[src/rtl/gps_feeder.sv]
`timescale 1ns/1ps
`default_nettype none
// ----------------------------------------------------------------------------
// gps_feeder : buffers GPS points, feeds consecutive pairs to a distance calc
// Revision   : 1.0
// ----------------------------------------------------------------------------
module gps_feeder #(
  parameter int FIFO_DEPTH = 4,
  parameter int TIMEOUT    = 255
) (
  input  logic        clk,
  input  logic        reset_n,
  input  logic        pt_valid,
  output logic        pt_ready,
  input  logic [23:0] pt_lon,
  input  logic [23:0] pt_lat,
  output logic        den,
  output logic [23:0] lon_out,
  output logic [23:0] lat_out,
  input  logic        calc_valid,
  input  logic [63:0] calc_a,
  input  logic [39:0] calc_d,
  output logic        res_valid,
  input  logic        res_ready,
  output logic [63:0] res_a,
  output logic [39:0] res_d,
  output logic        res_err,
  output logic        busy
);

  localparam int AW = $clog2(FIFO_DEPTH);
  localparam int CW = AW + 1;
  localparam int TW = (TIMEOUT < 1) ? 1 : $clog2(TIMEOUT + 1);
  localparam logic [CW-1:0] DEPTH_CNT = CW'(FIFO_DEPTH);
  localparam logic [CW-1:0] PAIR_CNT  = CW'(2);
  localparam logic [TW-1:0] TIMER_MAX = TW'(TIMEOUT);

  typedef enum logic [1:0] {
    IDLE   = 2'd0,
    SEND_A = 2'd1,
    HOLD_B = 2'd2
  } state_t;

  state_t        state;
  logic [47:0]   mem [FIFO_DEPTH];
  logic [AW-1:0] wr_ptr;
  logic [AW-1:0] rd_ptr;
  logic [CW-1:0] count;
  logic [TW-1:0] timer;
  logic [23:0]   last_lon;
  logic [23:0]   last_lat;
  logic [23:0]   head_lon;
  logic [23:0]   head_lat;
  logic          push;
  logic          pop;
  logic          timed_out;

  assign pt_ready  = (count != DEPTH_CNT);
  assign push      = pt_valid & pt_ready;
  assign timed_out = (timer == TIMER_MAX);
  // Point A leaves on the SEND_A exit, point B on either HOLD_B exit.
  assign pop       = (state == SEND_A) | ((state == HOLD_B) & (calc_valid | timed_out));
  assign {head_lon, head_lat} = mem[rd_ptr];

  assign busy    = (state != IDLE);
  assign den     = (state == SEND_A) | ((state == HOLD_B) & ~calc_valid);
  assign lon_out = busy ? head_lon : last_lon;
  assign lat_out = busy ? head_lat : last_lat;

  always_ff @(posedge clk) begin
    if (push) begin
      mem[wr_ptr] <= {pt_lon, pt_lat};
    end
  end

  always_ff @(posedge clk or negedge reset_n) begin
    if (!reset_n) begin
      wr_ptr <= '0;
      rd_ptr <= '0;
      count  <= '0;
    end else begin
      if (push) wr_ptr <= wr_ptr + 1'b1;
      if (pop)  rd_ptr <= rd_ptr + 1'b1;
      case ({push, pop})
        2'b10:   count <= count + 1'b1;
        2'b01:   count <= count - 1'b1;
        default: ;
      endcase
    end
  end

  // Result buffer holds one entry; a pending result blocks the next pair.
  always_ff @(posedge clk or negedge reset_n) begin
    if (!reset_n) begin
      state     <= IDLE;
      timer     <= '0;
      last_lon  <= '0;
      last_lat  <= '0;
      res_valid <= 1'b0;
      res_a     <= '0;
      res_d     <= '0;
      res_err   <= 1'b0;
    end else begin
      if (res_valid && res_ready) res_valid <= 1'b0;
      if (busy) begin
        last_lon <= head_lon;
        last_lat <= head_lat;
      end
      case (state)
        IDLE: begin
          if ((count >= PAIR_CNT) && !res_valid) state <= SEND_A;
        end
        SEND_A: begin
          timer <= '0;
          state <= HOLD_B;
        end
        HOLD_B: begin
          if (calc_valid) begin
            res_a     <= calc_a;
            res_d     <= calc_d;
            res_err   <= 1'b0;
            res_valid <= 1'b1;
            timer     <= '0;
            state     <= IDLE;
          end else if (timed_out) begin
            res_a     <= '0;
            res_d     <= '0;
            res_err   <= 1'b1;
            res_valid <= 1'b1;
            timer     <= '0;
            state     <= IDLE;
          end else begin
            timer <= timer + 1'b1;
          end
        end
        default: state <= IDLE;
      endcase
    end
  end

endmodule
`default_nettype wire

[config.mk]
export PLATFORM = sky130hd
export DESIGN_NAME = gps_feeder
export DESIGN_NICKNAME = d
export VERILOG_FILES = /design/src/rtl/gps_feeder.sv
export SDC_FILE = /design/constraint.sdc
export NUM_CORES = 1
export LEC_CHECK = 0
export ABC_AREA = 1
export CAP_MARGIN = 30
export CORE_ASPECT_RATIO = 1.75
export CORE_UTILIZATION = 50
export DETAILED_ROUTE_END_ITERATION = 10
export GPL_TIMING_DRIVEN = 1
export MAX_ROUTING_LAYER = met4
export PLACE_DENSITY = 0.85
export SYNTH_ARGS = -nofsm -noshare
export SYNTH_HDL_FRONTEND = slang
export SYNTH_SLANG_ARGS = --single-unit
[constraint.sdc]
create_clock -name clk -period 7.88 [get_ports clk]
set_input_delay 1.182 -clock clk [delete_from_list [all_inputs] [get_ports clk]]
set_output_delay 1.182 -clock clk [all_outputs]
set_load 0.1 [all_outputs]
# == Yosys cells after proc, flatten, opt, wreduce, memory -nomap -nowiden ==
# Memory sizes are Yosys's and may differ from the RTL's.
# Index checks and enable logic that the tools add are counted.
# Widths: inputs -> output; s select.
# totals
output_inout_bits,157
inputBits,157
register_bits,171
mem_count,1
ramBits,192
# mem_list
name,words,word_bits,read_ports,rd_clocked_by_memory_dff,wr,line_no,source
mem,4,48,1,0,1,45,logic [47:0] mem [FIFO_DEPTH];
# classes
n_reduce_logical,10
mux,22
addsub,5
n_bitwise,7
order_cmp,1
eq_ne,8
# ops
op,count
$mux 64,2
$mux 40,2
$mux 24,2
$mux 8,2
$pmux 8 s2,1
$add 8x1->8 const B,1
$eq 8x8->1 const B,1
$mux 1,8
$reduce_bool 2->1,4
$mux 2,3
$ne 3x3->1 const B,2
$pmux 2 s3,1
$pmux 3 s2,1
$add 2x1->2 const B,2
$eq 2x1->1 const B,2
$eq 2x2->1 const B,2
$reduce_and 2->1,2
$add 3x1->3 const B,1
$and 1x1->1,3
$ge 3x2->1 const B,1
$or 1x1->1,3
$sub 3x1->3 const B,1
$logic_and 1x1->1,2
$logic_not 2->1,1
other kinds (3),3

# == Longest topological paths before layout ==
# logic_depth
word_depth,6
depth_mapped,12
mapped_depth_nobuf,10

# == Least setup slack after synthesis ==
# Ideal clock, no wire load.
# synth_timing
path_type,input to output
startpoint,in calc_valid
endpoint,out den
cell_stages,1
t_required_ns,6.698
path_slack_ns,3.403
n_path_buf,0
t_arrival_ns,3.295
path_cell_list,o21ai_0
# synth_via
elab_chain_len,3
# synth_lines
item,line_no,source
start: declaration,20,"input logic calc_valid,"
$not 1->1,66,assign den = (state == SEND_A) | ((state == HOLD_B) & ~calc_valid);
$and 1x1->1,66,
$or 1x1->1,66,
end: declaration,17,"output logic den,"
# Every way passes these cells.

# == Worst setup path after layout ==
# layout_timing
startpoint,reg rd_ptr[0]
endpoint,out lat_out[6]
# layout_via
elab_chain_len,2
# layout_lines
item,line_no,source
start: declaration,47,logic [AW-1:0] rd_ptr;
start signal: assignment,83,if (pop) rd_ptr <= rd_ptr + 1'b1;
$mem_v2 4x48,n/a,
$mux 24,n/a,
end: declaration,19,"output logic [23:0] lat_out,"
# Every way passes these cells.

==> run metrics <==
run status finished, final reports clean; maximum achievable frequency 203.2 MHz; number of synthesized flops with an enable pin 192; cell taking the most area after synthesis sky130_fd_sc_hd__edfxtp_1; routed wirelength normalized by instance count 19.04 um; effective utilization at floorplan 50.84%; setup slack of the most critical reg-to-reg path 5.20 ns; I/O Buffers 313; count of standard-cell rows 81; buffer depth of the longest clock path 3; hold-critical path endpoint last_lon[21]$_DFF_PN0_; HPWL Detailed 23730 um; top post-synthesis cells by area sky130_fd_sc_hd__edfxtp_1 (41%), sky130_fd_sc_hd__dfrtp_1 (30%), sky130_fd_sc_hd__nand2_1 (10%); startpoint type of the worst setup path flop; synthesized net count 1464; Num CTS Buffers 34; source of the worst register-to-register timing path state[0]$_DFFE_PN0P_; minimum setup slack in the final design 2.960 ns; critical hold path startpoint last_lon[21]$_DFF_PN0_; GP Congestion 0.8211; number of clock sinks 363; chain of cells forming the critical path inv_2 > buf_4 > nor2_1 > o21ai_0 > nand2_1 > nand2_1 > clkdlybuf4s50_1; Setup Crit Path Kind flop to primary output; initial antenna violation count 4; logic depth of the worst register-to-register path 7; via count of the first global-routing pass 10908; Die Span Y 224.7 um; first-pass iteration count of the detailed router 7; number of warnings printed during yosys synthesis 0; remaining design rule violation count 0; via density per instance 5.383; critical-path maximum fanout 68; setup repair bufs after CTS 0; ys flop type sky130_fd_sc_hd__edfxtp_1; Post-CTS Hold Fix Bufs 0; worst min-delay path category flop to flop; met1 Track Usage GR 31.11%; count of pins on the block boundary 314; global routing met2 resource utilization 44.57%; slowest stage delay, CP 1.18 ns; Worst Max-Slew Pin Slew 1.057 ns; cells resized by post-CTS repair 0; post-placement worst setup slack 3.589 ns; final critical-path required period 4.920 ns; final setup TNS 0 ns; unrepaired setup endpoints after global routing false; post-synthesis cell area 14170 um^2; origin of the worst setup path rd_ptr[0]$_DFFE_PN0P_; via count of the routed design 10782; slowest stage cell, crit path sky130_fd_sc_hd__clkdlybuf4s50_1; clock tree from TritonCTS yes; global router's overall resource usage 27.37%; sequential fraction of the synthesis area 70.89%; utilization after layout 69.20%; reported max-cap violation count 0; GRT overflow 0; family of cells with the greatest summed delay on the critical path buffers and inverters; GR Layer Usage met3 5.733%; #FFs+latches synth 363; Layout Nets 1768; Crit. End Element primary output; capture point of the worst reg-to-reg path res_a[26]$_DFFE_PN0P_; max-slew violation count 0; clk_skew 0.02689 ns; final hold vios 0; Cells after Synth 1297; floorplan core area 27870 um^2; final setup violating endpoints 0; die boundary width 129.3 um; post-synth top area share 40.69%; CTS clk-pin slew, worst paths 0.06 ns; commonest cells in the netlist sky130_fd_sc_hd__nand2_1 (380), sky130_fd_sc_hd__edfxtp_1 (192), sky130_fd_sc_hd__dfrtp_1 (171); fraction of final layout cells sized beyond drive strength 1 6.888%; highest-utilization routing layer at the global route stage met2; Area growth syn-to-layout 36.12%; required time at the endpoint of the critical path 6.70 ns; Slew HR 29.29%; wire length of the first global-routing pass 58170 um; Worst Path Buf+Inv 3; fraction of registers with async set or reset after synthesis 47.11%; H-Tree Depth 2; Distinct cells, synth 25; total wire length 38140 um; maximum number of pins on one net before global-route repair 107; Worst Hold Depth 2; remaining antenna violation count 0; fin crit share 62.44%; DRC violation total after the first TritonRoute iteration 695; DIE AREA 29040 um^2; Clock Root Buffer sky130_fd_sc_hd__clkbuf_16; library cell with the highest instance count after synthesis sky130_fd_sc_hd__nand2_1; synthesized area per cell 10.92 um^2; CP dominant cell by count sky130_fd_sc_hd__nand2_1; latest clock arrival within the worst-skew pair 0.52 ns; worst path arrival time 3.74 ns
## tightest hold or removal path, delay by kind of cell (launching register included)
family | cells | cell delay, ns
simple gates | 2 | 0.12
flops | 1 | 0.32
## worst max-delay path by stage
stage,to,slack (ns),cells past startpoint
after floorplan,den,3.40,1
after global placement,lon_out[17],3.66,7
after detailed placement,lat_out[0],3.59,7
after CTS,lat_out[6],2.96,7
after global routing,lat_out[6],2.76,7
final,lat_out[6],2.96,7
## placed cells by master, fill, tap and decap left out
cell,netlist,final
sky130_fd_sc_hd__edfxtp_1,192,192
sky130_fd_sc_hd__clkbuf_16,0,36
sky130_fd_sc_hd__xnor2_1,4,4
sky130_fd_sc_hd__diode_2,0,4
sky130_fd_sc_hd__o211ai_1,1,1
sky130_fd_sc_hd__clkinv_2,0,6
sky130_fd_sc_hd__nand2_2,1,1
sky130_fd_sc_hd__clkinv_4,0,1
sky130_fd_sc_hd__buf_12,0,1
sky130_fd_sc_hd__nand3_4,0,1
sky130_fd_sc_hd__clkbuf_8,0,5
sky130_fd_sc_hd__ha_2,0,1
sky130_fd_sc_hd__nand2_1,380,379
sky130_fd_sc_hd__clkdlybuf4s50_1,0,312
sky130_fd_sc_hd__clkinv_1,0,1
sky130_fd_sc_hd__nor2_1,162,158
sky130_fd_sc_hd__bufinv_16,0,3
sky130_fd_sc_hd__fa_1,1,1
sky130_fd_sc_hd__buf_16,0,20
sky130_fd_sc_hd__nand3_1,102,101
sky130_fd_sc_hd__inv_1,22,21
sky130_fd_sc_hd__nor2_4,1,5
sky130_fd_sc_hd__a21oi_1,4,4
sky130_fd_sc_hd__clkbuf_1,37,8
sky130_fd_sc_hd__clkinv_8,0,2
sky130_fd_sc_hd__buf_4,1,12
sky130_fd_sc_hd__mux2_2,1,1
sky130_fd_sc_hd__o21ai_1,23,23
sky130_fd_sc_hd__nand3_2,11,11
sky130_fd_sc_hd__inv_2,2,3
sky130_fd_sc_hd__dfrtp_1,171,169
sky130_fd_sc_hd__nand4_1,4,4
sky130_fd_sc_hd__xor2_1,3,3
sky130_fd_sc_hd__ha_1,9,8
sky130_fd_sc_hd__o21ai_0,125,125
sky130_fd_sc_hd__dfrtp_2,0,2
sky130_fd_sc_hd__nand2_4,0,1
## layer usage
metal | wire [um] | vias up
met3 | 2646 | 137
li1 | - | 4927
met5 | 0 | -
met1 | 14180 | 5223
met4 | 2048 | 0
met2 | 19270 | 495
## area by class of cell
cell class,count,area [um^2]
fillers,1858,8584
clock buffers,48,985.9
repair buffers,346,3797
multi-input cells,832,3724
inverters,24,90.09
flip-flops and latches,363,10050
diodes,4,10.01
clock inverters,13,165.2
well taps,373,466.7
## sequential cells by signal, summed over array words and instances (netlist names)
signal,count
res_a,64
wr_ptr,2
res_err,1
mem,192
rd_ptr,2
count,3
res_d,40
state,2
last_lat,24
res_valid,1
timer,8
last_lon,24
## logic make-up after synthesis
logic type,synth area share [%]
flip-flops,70.89
adder cells (fa/ha/maj),0.9361
buffers and inverters,3.197
multiplexers,0.07947
AND/OR/NAND/NOR,19.04
AO/OA/AOI/OAI,5.422
XOR/XNOR,0.4327
## metrics by stage
step | hold WS [ns] | area (um^2) | instances
2_1_floorplan | 0.4668 | 14170 | 1297
3_3_place_gp | 0.4534 | 17550 | 1917
3_5_place_dp | 0.4622 | 18100 | 1937
4_1_cts | 0.4783 | 19250 | 1998
5_1_grt | 0.4887 | 19290 | 2003
6_report | 0.4766 | 19290 | 2003
Power is not shown: default switching activity piles up to over one toggle a cycle in this logic, so the estimate is an artifact.
